<file path="src/rtl/decode_stage.sv">
// Registered RISC-V decode stage: classifies the opcode, selects the immediate
// format and holds the result in one valid/ready pipeline slot with flush.
module decode_stage #(
  parameter int CNT_W = 8
) (
  input  logic             clk,
  input  logic             reset,
  input  logic             in_valid,
  output logic             in_ready,
  input  logic [31:0]      in_instr,
  input  logic [31:0]      in_pc,
  input  logic             flush,
  output logic             out_valid,
  input  logic             out_ready,
  output logic [31:0]      out_instr,
  output logic [31:0]      out_pc,
  output logic [2:0]       imm_sel,
  output logic             imm_used,
  output logic             illegal,
  output logic [CNT_W-1:0] illegal_count
);

  localparam logic [6:0] OP_LOAD   = 7'b0000011;
  localparam logic [6:0] OP_JALR   = 7'b1100111;
  localparam logic [6:0] OP_IMM    = 7'b0010011;
  localparam logic [6:0] OP_STORE  = 7'b0100011;
  localparam logic [6:0] OP_BRANCH = 7'b1100011;
  localparam logic [6:0] OP_JAL    = 7'b1101111;
  localparam logic [6:0] OP_LUI    = 7'b0110111;
  localparam logic [6:0] OP_AUIPC  = 7'b0010111;
  localparam logic [6:0] OP_REG    = 7'b0110011;

  localparam logic [2:0] SEL_SEX12 = 3'b000;
  localparam logic [2:0] SEL_UEX12 = 3'b001;
  localparam logic [2:0] SEL_B_IMM = 3'b010;
  localparam logic [2:0] SEL_JALEX = 3'b011;
  localparam logic [2:0] SEL_U_IMM = 3'b100;
  localparam logic [2:0] SEL_S_IMM = 3'b101;

  localparam logic [CNT_W-1:0] CNT_ONE = {{(CNT_W-1){1'b0}}, 1'b1};

  typedef enum logic {EMPTY, FULL} state_t;

  state_t     state;
  logic [2:0] dec_sel;
  logic       dec_used;
  logic       dec_illegal;
  logic       load;

  // NOTE: every always_comb output gets a default first so no path leaves it
  // unassigned; otherwise synthesis infers a latch.
  always_comb begin
    dec_sel     = SEL_SEX12;
    dec_used    = 1'b1;
    dec_illegal = 1'b0;
    case (in_instr[6:0])
      OP_LOAD, OP_JALR: dec_sel = SEL_SEX12;
      OP_IMM:
        if (in_instr[14:12] == 3'b001 || in_instr[14:12] == 3'b101) dec_sel = SEL_UEX12;
      OP_STORE:         dec_sel = SEL_S_IMM;
      OP_BRANCH:        dec_sel = SEL_B_IMM;
      OP_JAL:           dec_sel = SEL_JALEX;
      OP_LUI, OP_AUIPC: dec_sel = SEL_U_IMM;
      OP_REG:           dec_used = 1'b0;
      default: begin
        dec_used    = 1'b0;
        dec_illegal = 1'b1;
      end
    endcase
  end

  // Flush drains the offered instruction, so the stage is always ready then.
  assign in_ready  = flush | (state == EMPTY) | out_ready;
  assign load      = in_valid & in_ready & ~flush;
  assign out_valid = (state == FULL);

  // NOTE: sequential state uses non-blocking assignments so every register
  // samples pre-edge values regardless of statement order.
  always_ff @(posedge clk) begin
    if (reset) begin
      state         <= EMPTY;
      out_instr     <= '0;
      out_pc        <= '0;
      imm_sel       <= '0;
      imm_used      <= 1'b0;
      illegal       <= 1'b0;
      illegal_count <= '0;
    end else if (flush) begin
      state <= EMPTY;
    end else if (load) begin
      state     <= FULL;
      out_instr <= in_instr;
      out_pc    <= in_pc;
      imm_sel   <= dec_sel;
      imm_used  <= dec_used;
      illegal   <= dec_illegal;
      if (dec_illegal && illegal_count != '1)
        illegal_count <= illegal_count + CNT_ONE;
    end else if (state == FULL && out_ready) begin
      state <= EMPTY;
    end
  end

endmodule
</file>
<file path="config.mk">
export PLATFORM = sky130hd
export DESIGN_NAME = decode_stage
export DESIGN_NICKNAME = d
export VERILOG_FILES = /design/src/rtl/decode_stage.sv
export SDC_FILE = /design/constraint.sdc
export NUM_CORES = 1
export LEC_CHECK = 0
export CORE_MARGIN = 1.5
export CORE_UTILIZATION = 29
export CTS_CLUSTER_SIZE = 40
export DETAILED_ROUTE_END_ITERATION = 8
export HOLD_SLACK_MARGIN = 0.15
export PLACE_DENSITY_LB_ADDON = 0.3
export RECOVER_POWER = 50
export SYNTH_ARGS = -nofsm -noshare
export SYNTH_HDL_FRONTEND = slang
export SYNTH_SLANG_ARGS = --single-unit
</file>
<file path="constraint.sdc">
create_clock -name clk -period 1.6 [get_ports clk]
set_input_delay 0.32 -clock clk [delete_from_list [all_inputs] [get_ports clk]]
set_output_delay 0.32 -clock clk [all_outputs]
set_load 0.1 [all_outputs]
</file>
==> results.tsv, run 1 <==
stage	metric	value	unit
status	outcome	finished clean	
detailed_routing	vias per inst	4.616	
synth	Seq cells post-synth	78	
detailed_routing	drc violations	0	
grt	Congestion Overflow GR	0	
run	max_cap viols	0	
clock_network	clk_lat worst skew	350	ps
synth	Main synth FF type	dfxtp_1	
power_and_ir_drop	leakage power	1.992	nW
clock_network	Max Buffers Root-to-Sink	2	
synth	Post-Syn Nets	447	
synth	Mapped Area	3037	um2
setup_path	Crit Path Category	flop to flop	
timing	final hold violations	0	
final_layout	Layout area overhead	59.41	%
detailed_routing	ANT nets after route	0	
final_layout	antenna cells	0	
setup_path	critical path endpoint category	flop	
timing	Tcrit/Tclk final	99.98	%
place	DP Wirelength	6816	um
synth	xor-xnor portion of the synthesized cell area	0.5768	%
hold_path	worst min-delay path class	flop to flop	
clock_network	clk slew on worst S/H paths	70	ps
detailed_routing	via count of the routed design	3125	
timing	# setup viols final	0	
place	worst slack, placed	-576.1	ps
synth	top-count cell post-synth	nand2_1	
synth	largest cells by area after synthesis	dfxtp_1 (51%), nand2_1 (17%), a21oi_1 (12%)	
clock_network	CTS root buffer	clkbuf_8	
power_and_ir_drop	Pwr per Cell Area	971.9	nW/um2
setup_path	reg2reg setup slack	0.3	ps
clock_network	CTS sink cnt	78	
grt	first-pass GRT wire length	15320	um
synth	Async SR Flop Fraction	0	%
die	die area	11090	um2
place	Placer Congestion	0.7926	
final_layout	share of cells above drive strength 1	27.54	%
setup_path	CP startpoint kind	flop	
clock_network	H-tree depth	3	
synth	count of cell types in the netlist	40	
synth	commonest cells in the netlist	nand2_1 (137), dfxtp_1 (78), a21oi_1 (74), clkbuf_1 (19), nor2_1 (12)	
setup_path	Worst Path Arrival	1820	ps
setup_path	maximum fanout along the worst path	6	
detailed_routing	drt pass-1 iters	4	
detailed_routing	final WL	9566	um
place	DP Area	5612	um2
synth	Synth warnings	0	
synth	register area share after synthesis	51.42	%
final_layout	nets	606	
die	Core Box Area	10230	um2
timing	f_max	625.1	MHz
timing	actual slew at the worst max-slew pin	508.5	ps
final_layout	Final Cell Area	4841	um2
grt	GR Util All Layers	17.33	%
synth	Mapped Cells	377	
synth	Post-synth EDFFs	0	
synth	Synth Area in Compound Gates	16.48	%
grt	antenna violations before repair	0	
synth	Adder-Cell Fraction of Synth Area	0.4120	%
die	Initial Util	29.68	%
place	number of port buffers	147	
synth	Mean Syn Cell Area	8.055	um2
die	io pins	148	
timing	min Tclk post-route	1600	ps
power_and_ir_drop	Power Total	4.705	mW
clock_network	CTS tree	done	
die	Die Height	105.3	um
detailed_routing	Wirelength per Cell	14.13	um
grt	vias in the first global route	3105	
synth	mux share of post-synthesis cell area	0.6593	%
power_and_ir_drop	peak supply drop	0.3587	mV
synth	largest family of logic cells by synthesized area	simple AND/OR/NAND/NOR gates	
grt	largest net degree at the start of global routing	79	
setup_path	WP data required	1820	ps
timing	post-route setup slack	0.2812	ps
timing	Hold WS	451.3	ps
detailed_routing	initial drt markers	105	
timing	Final Max Slew Viols	0	
die	Rows	37	
die	Die W	105.3	um
timing	Layout Skew	6.575	ps
timing	relative slew slack	66.34	%
synth	simple-gate share of the synthesized area	25.67	%
timing	RSZ-0062 raised after global routing	yes	
synth	Yosys top cell by area	dfxtp_1	
final_layout	# fillers	1021	
synth	Yosys top cell area share	51.42	%
clock_network	number of CTS-inserted buffers	9	
-- cells by family (layout without fill, tap and decap cells) --
family	after synthesis	after routing
multiplexers	2	2
buffers and inverters	28	192
XOR/XNOR	2	2
AND/OR/NAND/NOR	179	179
flip-flops	78	78
AO/OA/AOI/OAI	87	87
adder cells (fa/ha/maj)	1	1
-- worst max-delay path, cell delays in order (launching register included) --
cell and delay, ps:
dfxtp_4 360, ha_4 140, nand3_4 70, or3_4 410, o211ai_4 130, buf_6 150
mux2i_1 170, nor2_1 50
-- path summary, 6_finish.rpt --
path | endpoint | cells after the start | startpoint
min | out_pc[10] | 2 | out_pc[10]
min reg2reg | out_pc[10] | 2 | out_pc[10]
max | illegal_count[1] | 7 | illegal_count[0]
max reg2reg | illegal_count[1] | 7 | illegal_count[0]
-- where the power goes --
part           leakage (nW)  switching [mW]  internal [mW]
sequential            0.641          0.0403           2.02
clock                0.0978           0.699          0.743
combinational          1.25           0.863          0.344
total                  1.99            1.60           3.10
-- final cells by class --
| cell class | count | area, um2 | area share [%] |
|---|---|---|---|
| clock buffers | 14 | 183.9 | 3.799 |
| clock inverters | 2 | 12.51 | 0.2585 |
| inverters | 1 | 3.754 | 0.07754 |
| multi-input cells | 271 | 1408 | 29.08 |
| flip-flops and latches | 78 | 1582 | 32.67 |
| well taps | 136 | 170.2 | 3.515 |
| repair buffers | 175 | 1481 | 30.60 |
-- registers in the layout, summed over array words and instances (netlist names) --
register,flops
out_instr,32
illegal,1
imm_sel,3
out_valid,1
out_pc,32
imm_used,1
illegal_count,8
-- repair_timing --
item	in CTS	in global routing
setup endpoints to repair	10	11
setup buffers	1	0
gates resized for setup	9	8
pin swaps	0	5
endpoints found under the hold margin	0	0
hold buffers	0	0
-- metrics by stage --
| stage | utilization (%) | setup TNS (ps) | instances |
|---|---|---|---|
| after global routing | 47.32 | -175.6 | 677 |
| final | 47.32 | 0 | 677 |
| after global placement | 54.85 | -19090 | 660 |
| after floorplan | - | -269.0 | 377 |
| after detailed placement | 54.85 | -21960 | 660 |
| after CTS | 56.99 | -8.120 | 677 |
-- placed cells by master, fill, tap and decap left out, types with 2 or more instances in the layout --
| master | n |
|---|---|
| clkbuf_1 | 2 |
| buf_12 | 12 |
| or2_2 | 2 |
| nand3_1 | 2 |
| buf_4 | 23 |
| a211oi_4 | 2 |
| buf_6 | 3 |
| clkbuf_4 | 7 |
| or3_1 | 5 |
| nand2b_4 | 2 |
| nor2_1 | 11 |
| dlygate4sd2_1 | 5 |
| clkdlybuf4s50_1 | 61 |
| buf_2 | 63 |
| nand2_1 | 137 |
| dfxtp_4 | 5 |
| dfxtp_1 | 72 |
| nor3_1 | 3 |
| a21oi_1 | 73 |
| o21ai_0 | 5 |
| clkbuf_8 | 11 |
-- layer usage --
metal | up-vias | global-route usage, % | part of all wire (%)
met2 | 121 | 28.48 | 48
met1 | 1434 | 20.17 | 43
met4 | 0 | 7.339 | 1.2
met5 | - | 0 | 0
met3 | 13 | 6.555 | 7.8
li1 | 1557 | - | -
Power figures use the tool's default switching activity.
==> run 2: changes to the inputs <==
--- a/config.mk
+++ b/config.mk
@@ -5,6 +5,7 @@
 export SDC_FILE = /design/constraint.sdc
 export NUM_CORES = 1
 export LEC_CHECK = 0
+export ABC_AREA = 1
 export CORE_MARGIN = 1.5
 export CORE_UTILIZATION = 29
 export CTS_CLUSTER_SIZE = 40
==> results.tsv, run 2 <==
stage	metric	value	unit
setup_path	critical path endpoint category	output pin	
setup_path	Worst Path Arrival	1190	ps
synth	Mapped Area	3078	um2
timing	final hold violations	0	
timing	min Tclk post-route	1512	ps
timing	actual slew at the worst max-slew pin	273.3	ps
die	Rows	37	
detailed_routing	via count of the routed design	3207	
timing	f_max	661.5	MHz
final_layout	biggest regs	out_instr x32, out_pc x32, illegal_count x8	
synth	Post-Syn Nets	490	
place	Cells after DPL	701	
timing	# setup viols final	0	
synth	register area share after synthesis	50.73	%
synth	Seq cells post-synth	78	
final_layout	share of cells above drive strength 1	25.99	%
synth	Mean Syn Cell Area	7.328	um2
grt	first-pass GRT wire length	15640	um
final_layout	nets	647	
detailed_routing	final WL	9256	um
final_layout	most frequent cells in the layout	nor2_1 (140), buf_12 (84), dfxtp_1 (69)	
power_and_ir_drop	Power Total	5.548	mW
die	Die Height	106.0	um
detailed_routing	vias per inst	4.473	
power_and_ir_drop	Pwr per Cell Area	938.4	nW/um2
hold_path	worst min-delay path class	input pin to flop	
clock_network	H-tree depth	3	
final_layout	Cell Count, Final, Fillers Out	717	
synth	Main synth FF type	dfxtp_1	
detailed_routing	ANT nets after route	0	
synth	commonest cells in the netlist	nor2_1 (142), dfxtp_1 (78), o21ai_0 (68), nand2_1 (39), inv_1 (25)	
setup_path	CP startpoint kind	flop	
final_layout	antenna cells	0	
power_and_ir_drop	clock share of power	26.0	%
synth	Yosys top cell area share	50.73	%
power_and_ir_drop	leakage power	2.623	nW
power_and_ir_drop	switch share	36.96	%
grt	GR Util All Layers	17.29	%
clock_network	clk_lat worst skew	340	ps
detailed_routing	initial drt markers	101	
die	Core Box Area	10320	um2
final_layout	commonest non-fill, non-tap cell in the layout	nor2_1	
timing	Final Max Slew Viols	0	
clock_network	CTS Hold Bufs	0	
grt	largest net degree at the start of global routing	46	
power_and_ir_drop	Reg power frac	39.4	%
detailed_routing	drc violations	0	
clock_network	clk slew on worst S/H paths	90	ps
place	DP Wirelength	6711	um
status	outcome	finished clean	
place	number of port buffers	147	
clock_network	Max Buffers Root-to-Sink	2	
power_and_ir_drop	Cell Int Power	3.498	mW
place	Placer Congestion	0.8407	
synth	top-count cell post-synth	nor2_1	
timing	RSZ-0062 raised after global routing	yes	
clock_network	CTS root buffer	clkbuf_8	
synth	Synth warnings	0	
synth	largest cells by area after synthesis	dfxtp_1 (51%), nor2_1 (17%), o21ai_0 (11%)	
grt	vias in the first global route	3291	
power_and_ir_drop	peak supply drop	0.5957	mV
synth	Yosys top cell by area	dfxtp_1	
synth	Post-synth EDFFs	0	
die	Die W	106.0	um
detailed_routing	Wirelength per Cell	12.91	um
run	max_cap viols	0	
clock_network	CTS tree	done	
die	die area	11240	um2
setup_path	Crit Path Category	flop to output pin	
timing	Layout Skew	7.679	ps
timing	relative slew slack	81.78	%
final_layout	Layout area overhead	92.07	%
die	Initial Util	29.81	%
setup_path	maximum fanout along the worst path	2	
setup_path	WP data required	1280	ps
clock_network	number of CTS-inserted buffers	9	
timing	Tcrit/Tclk final	94.48	%
clock_network	CTS sink cnt	78	
grt	Congestion Overflow GR	0	
power_and_ir_drop	Sw Pwr	2.050	mW
synth	Mapped Cells	420	
power_and_ir_drop	Comb pwr share	34.6	%
synth	count of cell types in the netlist	22	
synth	Async SR Flop Fraction	0	%
detailed_routing	drt pass-1 iters	4	
grt	antenna violations before repair	0	
place	worst slack, placed	-301.3	ps
final_layout	# fillers	908	
timing	post-route setup slack	88.26	ps
die	io pins	148	
==> run 2: final timing paths <==
| kind | from | endpoint | slack (ps) | depth (start not counted) |
|---|---|---|---|---|
| worst max-delay path | out_valid | in_ready | 90 | 5 |
| worst min-delay path | in_instr[0] | out_instr[0] | 280 | 3 |
| worst max register to register | out_valid | illegal_count[4] | 90 | 10 |
| worst min register to register | imm_sel[0] | imm_sel[0] | 510 | 2 |
==> run 2: per-stage QoR <==
stage / area (um2) / hold slack, ps / setup TNS, ps / utilization, %
after floorplan: 3107 / 454.9 / 0 / -
after global placement: 5649 / 489.5 / -12470 / 54.72
after detailed placement: 5649 / 497.4 / -14730 / 54.72
after CTS: 5844 / 510.4 / 0 / 56.61
after global routing: 5912 / 273.2 / -62.36 / 57.27
final: 5912 / 283.2 / 0 / 57.27
==> run 2: critical path, stage by stage (launching register included) <==
cell and delay [ps]:
dfxtp_4 370, inv_4 30, nor2_4 110, buf_4 120, nand2_2 60, buf_12 170
==> run 2: routing by layer <==
metal	global-route usage [%]	vias to the layer above	wire length (um)
li1	-	1640	-
met1	19.49	1468	3868
met2	30.66	94	4580
met3	6.560	5	724
met4	4.247	0	82
met5	0	-	0
==> run 2: cell families (layout without fill, tap and decap cells) <==
group,Yosys count,after routing,share of synthesized area (%)
flops,78,78,50.73
compound gates,79,79,12.93
buf+inv,54,215,7.480
fa+ha+maj,1,1,0.4064
simple gates,207,207,28.17
xor+xnor,1,1,0.2846
==> run 2: layout make-up <==
cell class              instances  area (um2)  share of cell area (%)
flip-flops and latches         78        1588                   26.86
clock buffers                   9       123.9                   2.095
inverters                      30       115.1                   1.947
well taps                     136       170.2                   2.878
clock inverters                 6       63.81                   1.079
repair buffers                170        2530                   42.79
multi-input cells             288        1321                   22.35
==> run 2: power groups by stage <==
| stage | clock network [mW] | logic (mW) | registers, mW |
|---|---|---|---|
| 2_1_floorplan | 0 | 0.239 | 3.05 |
| 3_3_place_gp | 0 | 1.90 | 2.23 |
| 3_5_place_dp | 0 | 1.92 | 2.23 |
| 4_1_cts | 1.51 | 1.92 | 2.19 |
| 5_1_grt | 1.59 | 2.00 | 2.20 |
| 6_report | 1.44 | 1.92 | 2.19 |
==> run 2: what timing repair did <==
action | in CTS | in global routing
setup endpoints to repair | 1 | 9
buffers inserted | 0 | 1
pin swaps | 1 | 10
resized for setup | 2 | 21
==> run 3: changes to the inputs <==
--- a/config.mk
+++ b/config.mk
@@ -6,13 +6,17 @@
 export NUM_CORES = 1
 export LEC_CHECK = 0
 export ABC_AREA = 1
+export CELL_PAD_IN_SITES_DETAIL_PLACEMENT = 1
+export CELL_PAD_IN_SITES_GLOBAL_PLACEMENT = 1
 export CORE_MARGIN = 1.5
-export CORE_UTILIZATION = 29
+export CORE_UTILIZATION = 25
+export CTS_CLUSTER_DIAMETER = 50
 export CTS_CLUSTER_SIZE = 40
 export DETAILED_ROUTE_END_ITERATION = 8
 export HOLD_SLACK_MARGIN = 0.15
 export PLACE_DENSITY_LB_ADDON = 0.3
 export RECOVER_POWER = 50
+export SLEW_MARGIN = 10
 export SYNTH_ARGS = -nofsm -noshare
 export SYNTH_HDL_FRONTEND = slang
 export SYNTH_SLANG_ARGS = --single-unit
==> results.tsv, run 3 (synthesis gave the netlist of run 2 again) <==
stage	metric	value	unit
status	outcome	finished clean	
final_layout	nets	656	
clock_network	H-tree depth	3	
setup_path	maximum fanout along the worst path	4	
setup_path	Worst Path Buf+Inv	2	
final_layout	Layout area overhead	61.38	%
timing	Final Max Slew Viols	0	
detailed_routing	Wirelength per Cell	14.52	um
grt	vias in the first global route	3582	
setup_path	worst flop-to-flop path startpoint	illegal_count[0]	
grt	first-pass GRT wire length	17420	um
setup_path	critical path endpoint category	flop	
run	max_cap viols	0	
final_layout	Cell Count, Final, Fillers Out	738	
die	Rows	40	
setup_path	FF-to-FF End	illegal_count[4]	
setup_path	Worst Path Arrival	1750	ps
clock_network	CTS Hold Bufs	0	
final_layout	commonest non-fill, non-tap cell in the layout	nor2_1	
detailed_routing	vias per inst	4.551	
grt	GR Util All Layers	17.08	%
timing	Tcrit/Tclk final	95.41	%
grt	largest net degree at the start of global routing	55	
detailed_routing	met3 WL	950	um
setup_path	Worst Reg-to-Reg Cells	11	
place	worst slack, placed	-424.1	ps
setup_path	CP top delay family	simple AND/OR/NAND/NOR gates	
power_and_ir_drop	leakage power	2.404	nW
die	die area	12990	um2
place	DP Wirelength	7943	um
power_and_ir_drop	Power Total	5.586	mW
setup_path	Crit-path slowest cell	dfxtp_4	
timing	actual slew at the worst max-slew pin	563.3	ps
timing	f_max	655.1	MHz
detailed_routing	ANT nets after route	0	
setup_path	Worst setup startpoint	illegal_count[0]	
detailed_routing	highest routed metal layer	met5	
clock_network	CTS tree	done	
power_and_ir_drop	Pwr per Cell Area	1125	nW/um2
setup_path	CP Depth	11	
timing	post-route setup slack	73.46	ps
setup_path	Setup crit end	illegal_count[4]	
clock_network	CTS root buffer	clkbuf_16	
detailed_routing	final WL	10710	um
die	Die W	114.0	um
clock_network	number of CTS-inserted buffers	9	
final_layout	antenna cells	0	
timing	RSZ-0062 raised after global routing	yes	
detailed_routing	via count of the routed design	3359	
final_layout	most frequent cells in the layout	nor2_1 (136), dfxtp_1 (72), o21ai_0 (68)	
final_layout	share of cells above drive strength 1	27.58	%
place	number of port buffers	147	
grt	antenna violations before repair	1	
setup_path	Critical Path Max Stage Delay	360	ps
setup_path	Critical Path Most Common Cell	nand2_1	
place	Cells after DPL	715	
clock_network	clk_lat worst skew	330	ps
place	Placer Congestion	0.7430	
setup_path	CP startpoint kind	flop	
hold_path	worst min-delay path class	input pin to flop	
final_layout	biggest regs	out_instr x32, out_pc x32, illegal_count x8	
die	Core Box Area	12010	um2
detailed_routing	drc violations	0	
timing	relative slew slack	62.61	%
timing	# setup viols final	0	
timing	final hold violations	0	
timing	min Tclk post-route	1527	ps
setup_path	reg2reg setup slack	70	ps
setup_path	Crit Path Category	flop to flop	
setup_path	WP data required	1820	ps
die	io pins	148	
timing	Layout Skew	10.65	ps
setup_path	crit path cell chain	ha_2 -> nand2_2 -> nor2_2 -> nand4_1 -> buf_4 -> nand2_1 -> inv_1 -> nand3_1 -> nand2_1 -> nand2_1 -> nor2_1	
final_layout	# fillers	1525	
detailed_routing	met2 WL post-DR	5354	um
detailed_routing	initial drt markers	90	
power_and_ir_drop	peak supply drop	0.4566	mV
detailed_routing	drt pass-1 iters	4	
die	Initial Util	25.63	%
clock_network	clk slew on worst S/H paths	60	ps
clock_network	Max Buffers Root-to-Sink	2	
detailed_routing	WL met1	4279	um
timing	Setup TNS	0	ps
clock_network	CTS sink cnt	78	
grt	Congestion Overflow GR	0	
die	Die Height	114.0	um
run 3: cell type report:
class / count / area, um2 / area share [%]
flip-flops and latches: 78 / 1584 / 31.89
inverters: 30 / 112.6 / 2.267
clock buffers: 12 / 246.5 / 4.962
multi-input cells: 288 / 1333 / 26.83
well taps: 147 / 183.9 / 3.703
repair buffers: 179 / 1484 / 29.87
clock inverters: 4 / 23.77 / 0.4786
run 3: worst min-delay path by stage:
| stage | slack [ps] | endpoint | depth (start not counted) | from |
|---|---|---|---|---|
| floorplan | 450 | out_instr[0] | 2 | in_instr[0] |
| global placement | 510 | illegal | 2 | illegal |
| detailed placement | 500 | illegal | 2 | illegal |
| CTS | 390 | out_instr[1] | 3 | in_instr[1] |
| global route | 420 | out_valid | 3 | in_valid |
| finish | 400 | out_instr[1] | 3 | in_instr[1] |
run 3: worst reg2reg max path, cell delays in order, from the launching register on:
cell and delay (ps):
dfxtp_4 360, ha_2 200, nand2_2 100, nor2_2 100
nand4_1 160, buf_4 190, nand2_1 60, inv_1 50
nand3_1 70, nand2_1 50, nand2_1 50, nor2_1 40
run 3: timing repair:
item | CTS | global route
endpoints found under the setup margin | 6 | 11
pin swaps | 6 | 9
gates resized for setup | 11 | 17
buffers inserted | 6 | 2
run 3: per-layer routing:
layer	GRT usage, %	up-vias
met5	0	-
met4	5.500	2
met3	8.077	12
met2	29.56	100
met1	18.42	1589
li1	-	1656
run 3: through the flow:
step	utilization, %	cell area, um2	hold slack [ps]
floorplan	-	3107	454.9
global placement	47.13	5660	508.4
detailed placement	47.13	5660	504.5
CTS	49.81	5983	388.9
global route	41.35	4967	415.6
finish	41.35	4967	396.6
run 3: where the power goes:
group / internal (mW) / switching (mW)
registers: 2.06 / 0.0652
clock network: 1.09 / 0.794
logic: 0.375 / 1.20
